## src/rtl/rr_channel_selector.sv

```systemverilog
`default_nettype none
// ============================================================================
// Module   : rr_channel_selector
// Purpose  : N-channel registered selector with valid/ready handshakes,
//            choosing a source either by fixed index or round-robin.
// Revision : 1.0 - initial release
// ============================================================================
module rr_channel_selector #(
    parameter  int WIDTH = 32,
    parameter  int N     = 4,
    localparam int SELW  = $clog2(N)
) (
    input  logic                 clk,
    input  logic                 reset,
    input  logic                 mode,
    input  logic [SELW-1:0]      sel,
    input  logic [N-1:0]         in_valid,
    input  logic [N*WIDTH-1:0]   in_data,
    output logic [N-1:0]         in_ready,
    output logic                 out_valid,
    output logic [WIDTH-1:0]     out_data,
    output logic [SELW-1:0]      out_chan,
    input  logic                 out_ready
);

    logic                 out_valid_q, out_valid_d;
    logic [WIDTH-1:0]     out_data_q,  out_data_d;
    logic [SELW-1:0]      out_chan_q,  out_chan_d;
    logic [SELW-1:0]      ptr_q,       ptr_d;

    logic [WIDTH-1:0]     chan_data [N];
    logic                 load;
    logic                 rr_found;
    logic [SELW-1:0]      rr_idx;
    logic [SELW-1:0]      rr_cand;
    logic                 grant_any;
    logic [SELW-1:0]      grant_idx;
    logic                 transfer;

    generate
        for (genvar i = 0; i < N; i++) begin : g_unpack
            assign chan_data[i] = in_data[i*WIDTH +: WIDTH];
        end
    endgenerate

    assign load = ~out_valid_q | out_ready;

    // Scan starts at ptr; the index wraps naturally because N is a power of two.
    always_comb begin
        rr_found = 1'b0;
        rr_idx   = ptr_q;
        rr_cand  = ptr_q;
        for (int k = 0; k < N; k++) begin
            rr_cand = ptr_q + SELW'(k);
            if (!rr_found && in_valid[rr_cand]) begin
                rr_found = 1'b1;
                rr_idx   = rr_cand;
            end
        end
    end

    always_comb begin
        if (mode) begin
            grant_any = rr_found;
            grant_idx = rr_idx;
        end else begin
            grant_any = in_valid[sel];
            grant_idx = sel;
        end
    end

    assign transfer = load & grant_any;

    generate
        for (genvar i = 0; i < N; i++) begin : g_ready
            assign in_ready[i] = transfer & (grant_idx == SELW'(i)) & ~reset;
        end
    endgenerate

    always_comb begin
        out_valid_d = out_valid_q;
        out_data_d  = out_data_q;
        out_chan_d  = out_chan_q;
        ptr_d       = ptr_q;
        if (load) begin
            if (grant_any) begin
                out_valid_d = 1'b1;
                out_data_d  = chan_data[grant_idx];
                out_chan_d  = grant_idx;
                if (mode) begin
                    ptr_d = grant_idx + SELW'(1);
                end
            end else begin
                // Old data/chan retained; only the valid flag drops.
                out_valid_d = 1'b0;
            end
        end
    end

    always_ff @(posedge clk or posedge reset) begin
        if (reset) begin
            out_valid_q <= 1'b0;
            out_data_q  <= '0;
            out_chan_q  <= '0;
            ptr_q       <= '0;
        end else begin
            out_valid_q <= out_valid_d;
            out_data_q  <= out_data_d;
            out_chan_q  <= out_chan_d;
            ptr_q       <= ptr_d;
        end
    end

    assign out_valid = out_valid_q;
    assign out_data  = out_data_q;
    assign out_chan  = out_chan_q;

endmodule
`default_nettype wire

```

## config.mk

```make
export PLATFORM = sky130hd
export DESIGN_NAME = rr_channel_selector
export DESIGN_NICKNAME = d
export VERILOG_FILES = /design/src/rtl/rr_channel_selector.sv
export SDC_FILE = /design/constraint.sdc
export NUM_CORES = 1
export LEC_CHECK = 0
export BUFFER_PORTS_ARGS = -buffer_cell sky130_fd_sc_hd__buf_2
export CORE_MARGIN = 2
export CORE_UTILIZATION = 44
export DETAILED_ROUTE_END_ITERATION = 8
export PLACE_DENSITY_LB_ADDON = 0.25
export SKIP_CTS_REPAIR_TIMING = 1
export SYNTH_ARGS = -nofsm -noshare
export SYNTH_HDL_FRONTEND = slang
export SYNTH_SLANG_ARGS = --single-unit
export TNS_END_PERCENT = 50
```

## constraint.sdc

```tcl
create_clock -name clk -period 4.5 [get_ports clk]
set_input_delay 0.9 -clock clk [delete_from_list [all_inputs] [get_ports clk]]
set_output_delay 0.9 -clock clk [all_outputs]
set_load 0.01 [all_outputs]
```

==> results of run 1 <==
-- cell usage in the layout, fill, tap and decap left out, types with 4 or more instances in the layout --
master | netlist | final
nand2b_1 | 6 | 6
buf_2 | 11 | 176
o22ai_1 | 19 | 19
dfrtp_1 | 37 | 37
a221oi_1 | 20 | 20
a2bb2oi_1 | 13 | 13
inv_1 | 4 | 4
o21ai_0 | 4 | 4
buf_4 | 1 | 4
nor3_1 | 4 | 4
mux2i_1 | 32 | 32
nor2_1 | 38 | 38
a21oi_1 | 27 | 27
clkbuf_8 | 0 | 5
nand2_1 | 5 | 5
-- worst max-delay path, cell delays in order --
cell and delay [ns]:
buf_2 0.14, mux4_2 0.33, o21ai_1 0.11, nor2b_4 0.79
and3_1 0.28, buf_2 0.13
-- metal layers --
| metal | wire length (um) | GRT usage, % | up-vias |
|---|---|---|---|
| li1 | - | - | 1300 |
| met1 | 3030 | 29.9 | 1232 |
| met2 | 3770 | 43.3 | 111 |
| met3 | 471 | 5.29 | 9 |
| met4 | 103 | 7.50 | 0 |
| met5 | 0 | 0 | - |
-- worst max path at each step --
stage	startpoint	end	slack, ns	cells after the start
after global routing	sel[0]	in_ready[3]	0.73	6
after floorplan	in_valid[0]	in_ready[3]	1.42	6
after detailed placement	sel[0]	in_ready[2]	0.90	6
final	sel[0]	in_ready[3]	0.90	6
after CTS	sel[0]	in_ready[2]	0.90	6
after global placement	sel[0]	in_ready[3]	0.91	6
-- cells by family (layout without fill, tap and decap cells) --
| kind of cell | after synthesis | in the layout |
|---|---|---|
| flops | 37 | 37 |
| compound gates | 97 | 97 |
| simple gates | 62 | 62 |
| buf+inv | 24 | 191 |
| xor+xnor | 1 | 1 |
| mux | 33 | 33 |
-- layout make-up --
cell class,instances,area (um^2),area share (%)
Sequential cell,37,926,27.6
Timing Repair Buffer,180,911,27.1
Multi-Input combinational cell,193,1320,39.2
Clock inverter,2,35.0,1.04
Clock buffer,5,68.8,2.05
Inverter,4,15.0,0.447
Tap cell,70,87.6,2.61
-- power by group --
part / internal (mW) / total [mW] / leakage, nW / switching (mW)
Clock: 0.161 / 0.278 / 0.0540 / 0.117
Combinational: 0.281 / 0.616 / 1.27 / 0.335
Sequential: 0.432 / 0.490 / 0.416 / 0.0588
Total: 0.874 / 1.38 / 1.74 / 0.510
-- flip-flops by register name, summed over array words and instances, names as in the netlist --
register / cells
out_chan: 2
out_data: 32
out_valid: 1
ptr_q: 2
-- stage by stage --
stage	util [%]	area [um^2]
2_1_floorplan	-	2360
3_3_place_gp	63.3	3260
3_5_place_dp	63.3	3260
4_1_cts	65.4	3360
5_1_grt	65.4	3360
6_report	65.4	3360
==> results.sh, run 1 <==
export IMPL_nNetsFinal=559
export IMPL_cts_buffers=5
export IMPL_powerDensity_mw_per_mm2=412
export IMPL_worstPathMaxFanout=47
export IMPL_vias=2652
export IMPL_diodes=0
export IMPL_drtIter0Drc=119
export IMPL_cts_htree_levels=2
export IMPL_syn_inst=254
export IMPL_yosysMostFrequentCell="nor2_1"
export IMPL_drive_above_1_share_pct=45.8
export IMPL_status="finished, final reports clean"
export IMPL_core_area_mm2=0.00514
export IMPL_yosys_top_cells_count="nor2_1, dfrtp_1, mux2i_1"
export IMPL_hold_end="out_chan[1]"
export IMPL_yosys_area_share_adder_pct=0
export IMPL_syn_nets=392
export IMPL_r2r_start="ptr_q[0]"
export IMPL_period_share_pct=80.0
export IMPL_viasPerCell=5.40
export IMPL_hold_viol_final=0
export IMPL_worst_ep_arrival_time_ns=2.70
export IMPL_placed_cells=484
export IMPL_drt_first_pass_iters=4
export IMPL_end_kind="primary output"
export IMPL_worstMarginPinSlew_ns=1.01
export IMPL_synth_compound_area_share_pct=28.8
export IMPL_overflow=0
export IMPL_r2r_end="out_data[4]"
export IMPL_worstSetupPathType="in2out"
export IMPL_muxShareOfSynthArea_pct=14.6
export IMPL_wl_per_cell_um=15.0
export IMPL_syn_avg_cell_area_um2=9.28
export IMPL_die_h_um=77.2
export IMPL_grtUsageTotal_pct=24.6
export IMPL_clockRootBuffer="clkbuf_8"
export IMPL_synthSimpleGateAreaFrac_pct=11.7
export IMPL_reg2reg_slack_ns=2.00
export IMPL_finalPower_mw=1.38
export IMPL_instances_no_fill=491
export IMPL_grt_pass1_wl_um=11800
export IMPL_io_pins=177
export IMPL_hpwl_um=5510
export IMPL_drc=0
export IMPL_slew_viol_final=0
export IMPL_initial_core_util_pct=45.8
export IMPL_cts_tree="built"
export IMPL_die_area_mm2=0.00596
export IMPL_ys_warn_count=0
export IMPL_post_place_ws_ns=0.901
export IMPL_whs_path_depth=1
export IMPL_synth_xor_area_share_pct=0.372
export IMPL_fillerInstances=454
export IMPL_required_ns=3.60
export IMPL_grt_max_degree=48
export IMPL_grt_antenna_before_repair=0
export IMPL_insertion_delay_ns=0.29
export IMPL_port_buffers=176
export IMPL_crit_path_start_kind="input port"
export IMPL_postRouteAntennaNets=0
export IMPL_async_reset_ff_share_pct=100
export IMPL_die_w_um=77.2
export IMPL_final_setup_skew_ns=0.00694
export IMPL_synth_area_leader_cell="dfrtp_1"
export IMPL_grt_pass1_vias=2551
export IMPL_hp_start="out_chan[1]"
export IMPL_synth_top_area_share_pct=39.3
export IMPL_syn_area_mm2=0.00236
export IMPL_slew_headroom_pct=32.4
export IMPL_leakagePower_nw=1.74
export IMPL_synthDistinctLibCells=37
export IMPL_reg2regPathDepth=6
export IMPL_ys_seq_area_share_pct=39.3
export IMPL_ir_drop_v=0.000189
export IMPL_areaGrowthSynthToFinish_pct=42.6
export IMPL_drv_cap=0
export IMPL_whs_ns=0.474
export IMPL_finalSetupViolCount=0
export IMPL_cts_buffer_depth=2
export IMPL_synth_edf_count=0
export IMPL_rsz0062_at_grt="false"
export IMPL_synth_top_family_by_area="compound AO/OA/AOI/OAI gates"
export IMPL_rows=26
export IMPL_totalWireLength_um=7380
export IMPL_synth_seq_cells=37
export IMPL_fin_crit_ns=3.60
export IMPL_clock_sinks=37
export IMPL_hp_class="reg2reg"
export IMPL_ys_flop_type="dfrtp_1"
export IMPL_yosys_top_cells_area="dfrtp_1, mux2i_1, a221oi_1"
export IMPL_path_clk_slew_ns=0.07
export IMPL_setup_slack_ns=0.898
export IMPL_fin_tns_setup_ns=0
export IMPL_routabilityCongestion=0.809
export IMPL_timing_fmax_mhz=278
No activity file was read; power rests on OpenSTA's default activity.
==> inputs of run 2 (changes only) <==
CORE_UTILIZATION = 37   (was 44)
clock period = 3.1 ns   (was 4.5 ns; I/O delays follow)
==> run 2 against run 1 <==
Against the previous run:
- cell count increased by 3.3%
- worst hold slack got worse by 0.099 ns
- total power increased by 43%
- die area increased by 18%
- wire length decreased by 0.95%
- count of clock-buffer cells in the layout increased by 1
- critical path type unchanged
- largest cell class unchanged
- highest routed layer unchanged
==> results.sh, run 2 (same netlist as run 1, synthesis figures left out) <==
export IMPL_status="finished, final reports clean"
export IMPL_viasPerCell=5.25
export IMPL_r2r_start="ptr_q[1]"
export IMPL_crit_path_start_kind="input port"
export IMPL_vias=2660
export IMPL_drv_cap=0
export IMPL_cts_tree="built"
export IMPL_hp_class="in2async"
export IMPL_slew_viol_final=0
export IMPL_crit_start="in_valid[0]"
export IMPL_worstPathMaxFanout=10
export IMPL_routabilityCongestion=0.843
export IMPL_wirelength_met1_um=3110
export IMPL_setup_slack_ns=0.277
export IMPL_worstMarginPinSlew_ns=0.687
export IMPL_hold_viol_final=0
export IMPL_initial_core_util_pct=37.8
export IMPL_totalWireLength_um=7310
export IMPL_port_buffers=176
export IMPL_cts_htree_levels=2
export IMPL_mostFrequentLayoutCell="buf_2"
export IMPL_drtIter0Drc=109
export IMPL_largest_register_ffs=32
export IMPL_grt_pass1_vias=2543
export IMPL_ir_drop_v=0.000246
export IMPL_cts_buffer_depth=2
export IMPL_final_cell_mix="buf_2, nor2_1, dfrtp_1, mux2i_1, a21oi_1"
export IMPL_drive_above_1_share_pct=47.0
export IMPL_drc=0
export IMPL_fin_tns_setup_ns=0
export IMPL_worstSetupPathType="in2out"
export IMPL_path_clk_slew_ns=0.08
export IMPL_post_place_ws_ns=0.320
export IMPL_drt_first_pass_iters=6
export IMPL_end_kind="primary output"
export IMPL_highest_layer="met4"
export IMPL_die_h_um=83.8
export IMPL_die_w_um=83.8
export IMPL_reg2regPathDepth=8
export IMPL_powerDensity_mw_per_mm2=578
export IMPL_timing_fmax_mhz=354
export IMPL_cts_buffers=5
export IMPL_rsz0062_at_grt="false"
export IMPL_grtUsageTotal_pct=20.8
export IMPL_grt_pass1_wl_um=12000
export IMPL_grt_antenna_before_repair=0
export IMPL_grt_max_degree=29
export IMPL_hpwl_um=5680
export IMPL_wl_met3_um=578
export IMPL_fin_crit_ns=2.82
export IMPL_worst_ep_arrival_time_ns=2.20
export IMPL_insertion_delay_ns=0.29
export IMPL_clock_sinks=37
export IMPL_met2WireLength_um=3560
export IMPL_rows=29
export IMPL_required_ns=2.48
export IMPL_final_setup_skew_ns=0.00762
export IMPL_io_pins=177
export IMPL_clockRootBuffer="clkbuf_8"
export IMPL_period_share_pct=91.1
export IMPL_diodes=0
export IMPL_wl_per_cell_um=14.4
export IMPL_areaGrowthSynthToFinish_pct=45.2
export IMPL_core_area_mm2=0.00624
export IMPL_slew_headroom_pct=54.1
export IMPL_overflow=0
export IMPL_leakagePower_nw=1.78
export IMPL_postRouteAntennaNets=0
export IMPL_nNetsFinal=567
export IMPL_finalSetupViolCount=0
export IMPL_die_area_mm2=0.00702
-- run 2: critical path: stages --
cell      delay [ns]
buf_2           0.12
nand2b_1        0.14
a32o_2          0.26
nor3_1          0.28
a22o_1          0.44
and3_1          0.21
buf_2           0.12
-- run 2: stage by stage --
step / total power, mW / cell area [um^2] / hold WS (ns) / util (%) / std cells
CTS: 2.00 / 3420 / 0.378 / 54.8 / 507
detailed placement: 1.64 / 3320 / 0.464 / 53.3 / 499
global placement: 1.62 / 3320 / 0.455 / 53.3 / 499
finish: 1.98 / 3420 / 0.375 / 54.8 / 507
global route: 2.13 / 3420 / 0.394 / 54.8 / 507
floorplan: 1.28 / 2360 / 0.514 / - / 254
-- run 2: layout make-up --
cell class                 count  area [um^2]
clock buffer                   6         82.6
clock inverter                 2         13.8
fill                         605         2820
inverter                       4         15.0
multi-input combinational    193         1320
sequential                    37          926
tap                           77         96.3
timing repair buffer         188          971
-- run 2: path summary, 6_finish.rpt --
check | endpoint | slack, ns
worst max register to register | out_data[16] | 0.97
max in group asynchronous | out_data[15] | 2.45
worst min register to register | out_chan[1] | 0.47
min in group clk | out_chan[1] | 0.47
worst min-delay path | out_data[6] | 0.37
worst max-delay path | in_ready[3] | 0.28
-- run 2: report_power, final --
group / internal [mW] / switching, mW
clock network: 0.180 / 0.179
logic: 0.425 / 0.484
registers: 0.626 / 0.0834
total: 1.23 / 0.746
-- run 2: layer usage --
metal | vias to the layer above | GRT usage [%]
met1 | 1224 | 27.4
met3 | 5 | 5.64
met4 | 0 | 4.55
li1 | 1313 | -
met5 | - | 0
met2 | 118 | 34.5
==> inputs of run 3 (changes only) <==
CORE_UTILIZATION = 30   (was 37)
==> run 3 against run 2 <==
Against the previous run:
- via count shrank 0.34%
- sequential share of layout area fell by 0.20 points
- setup slack better by 0.13 ns
- cell count is 4.7% higher
- non-clock buffer count unchanged
- sequential power hardly changed
- combinational power rose by 2%
- wire length grew 11%
- largest power group unchanged
==> results.sh, run 3 (same netlist as run 1, synthesis figures left out) <==
export IMPL_drive_above_1_share_pct=46.9
export IMPL_worstMarginPinSlew_ns=0.883
export IMPL_cts_htree_levels=2
export IMPL_vias=2651
export IMPL_period_share_pct=86.9
export IMPL_die_w_um=92.6
export IMPL_cts_buffer_depth=2
export IMPL_required_ns=2.48
export IMPL_worstPathMaxFanout=7
export IMPL_crit_path_frequent_cell="o21ai_0"
export IMPL_grt_pass1_wl_um=12700
export IMPL_grt_antenna_before_repair=0
export IMPL_die_area_mm2=0.00858
export IMPL_slew_viol_final=0
export IMPL_rows=32
export IMPL_instances_no_fill=531
export IMPL_crit_slowest_cell="dfrtp_1"
export IMPL_drv_cap=0
export IMPL_cts_buffers=5
export IMPL_path_clk_slew_ns=0.08
export IMPL_grtUsageTotal_pct=18.6
export IMPL_worst_ep_arrival_time_ns=2.07
export IMPL_initial_core_util_pct=30.6
export IMPL_grt_pass1_vias=2644
export IMPL_cp_top_family="compound AO/OA/AOI/OAI gates"
export IMPL_cpPeakStageDelay_ns=0.44
export IMPL_finalSetupViolCount=0
export IMPL_grt_max_degree=30
export IMPL_fin_crit_ns=2.69
export IMPL_core_area_mm2=0.00769
export IMPL_cts_tree="built"
export IMPL_insertion_delay_ns=0.29
export IMPL_largest_register_ffs=32
export IMPL_io_pins=177
export IMPL_crit_path_start_kind="flop"
export IMPL_port_buffers=176
export IMPL_cp_cell_sequence="o21ai_0 -> a221oi_1 -> nand3b_1 -> o21ai_0 -> nor3_1 -> buf_2"
export IMPL_overflow=0
export IMPL_wl_per_cell_um=15.2
export IMPL_nNetsFinal=567
export IMPL_diodes=0
export IMPL_end_kind="primary output"
export IMPL_areaGrowthSynthToFinish_pct=46.3
export IMPL_timing_fmax_mhz=371
export IMPL_drtIter0Drc=43
export IMPL_leakagePower_nw=1.76
export IMPL_postRouteAntennaNets=0
export IMPL_clock_sinks=37
export IMPL_rsz0062_at_grt="false"
export IMPL_final_setup_skew_ns=0.00571
export IMPL_totalWireLength_um=8090
export IMPL_worstSetupPathType="reg2out"
export IMPL_hp_class="in2async"
export IMPL_drt_first_pass_iters=4
export IMPL_status="finished, final reports clean"
export IMPL_final_cell_mix="buf_2, nor2_1, dfrtp_1, mux2i_1, a21oi_1"
export IMPL_ir_drop_v=0.000184
export IMPL_placed_cells=524
export IMPL_drc=0
export IMPL_slew_headroom_pct=41.1
export IMPL_die_h_um=92.6
export IMPL_routabilityCongestion=0.742
export IMPL_viasPerCell=4.99
export IMPL_powerDensity_mw_per_mm2=576
export IMPL_hold_viol_final=0
export IMPL_mostFrequentLayoutCell="buf_2"
export IMPL_fin_tns_setup_ns=0
export IMPL_path_buf_inv=1
export IMPL_clockRootBuffer="clkbuf_8"
export IMPL_hpwl_um=6140
-- run 3: power breakdown --
part           internal, mW  leakage (nW)  switching, mW
clock network         0.176        0.0433          0.176
registers             0.626         0.416         0.0843
logic                 0.428          1.30          0.495
-- run 3: stage by stage --
step | util, % | hold slack, ns | cell area (um^2) | setup slack, ns | total power [mW]
final | 44.8 | 0.371 | 3450 | 0.407 | 1.99
after global routing | 44.8 | 0.389 | 3450 | 0.198 | 2.13
after CTS | 44.8 | 0.373 | 3450 | 0.422 | 2.01
after detailed placement | 43.7 | 0.470 | 3360 | 0.308 | 1.65
after global placement | 43.7 | 0.456 | 3360 | 0.378 | 1.64
after floorplan | - | 0.514 | 2360 | 0.581 | 1.28
-- run 3: final timing paths --
kind                        startpoint      endpoint  slack, ns  cells past startpoint
setup / recovery              ptr_q[1]   in_ready[1]       0.41                      6
min in group clk           out_chan[0]   out_chan[0]       0.48                      2
hold reg to reg            out_chan[0]   out_chan[0]       0.48                      2
max in group asynchronous        reset   out_data[6]       2.48                      3
hold / removal                   reset  out_data[26]       0.37                      3
setup reg to reg              ptr_q[0]  out_data[12]       0.70                      6
-- run 3: layout make-up --
cell class                 count  area, um^2
clock inverter                 1        7.51
sequential                    37         926
tap                          102         128
clock buffer                   6        82.6
inverter                       4        15.0
fill                         790        4240
timing repair buffer         188         971
multi-input combinational    193        1320
-- run 3: tightest hold or removal path: stages --
cell and delay (ns):
buf_2 0.12, clkinv_1 0.05, buf_4 0.24
-- run 3: metal layers --
| metal | global-route usage [%] | vias up | wire length [um] |
|---|---|---|---|
| li1 | - | 1316 | - |
| met1 | 23.3 | 1201 | 3350 |
| met2 | 32.6 | 127 | 4020 |
| met3 | 3.91 | 7 | 632 |
| met4 | 4.53 | 0 | 84 |
| met5 | 0 | - | 0 |
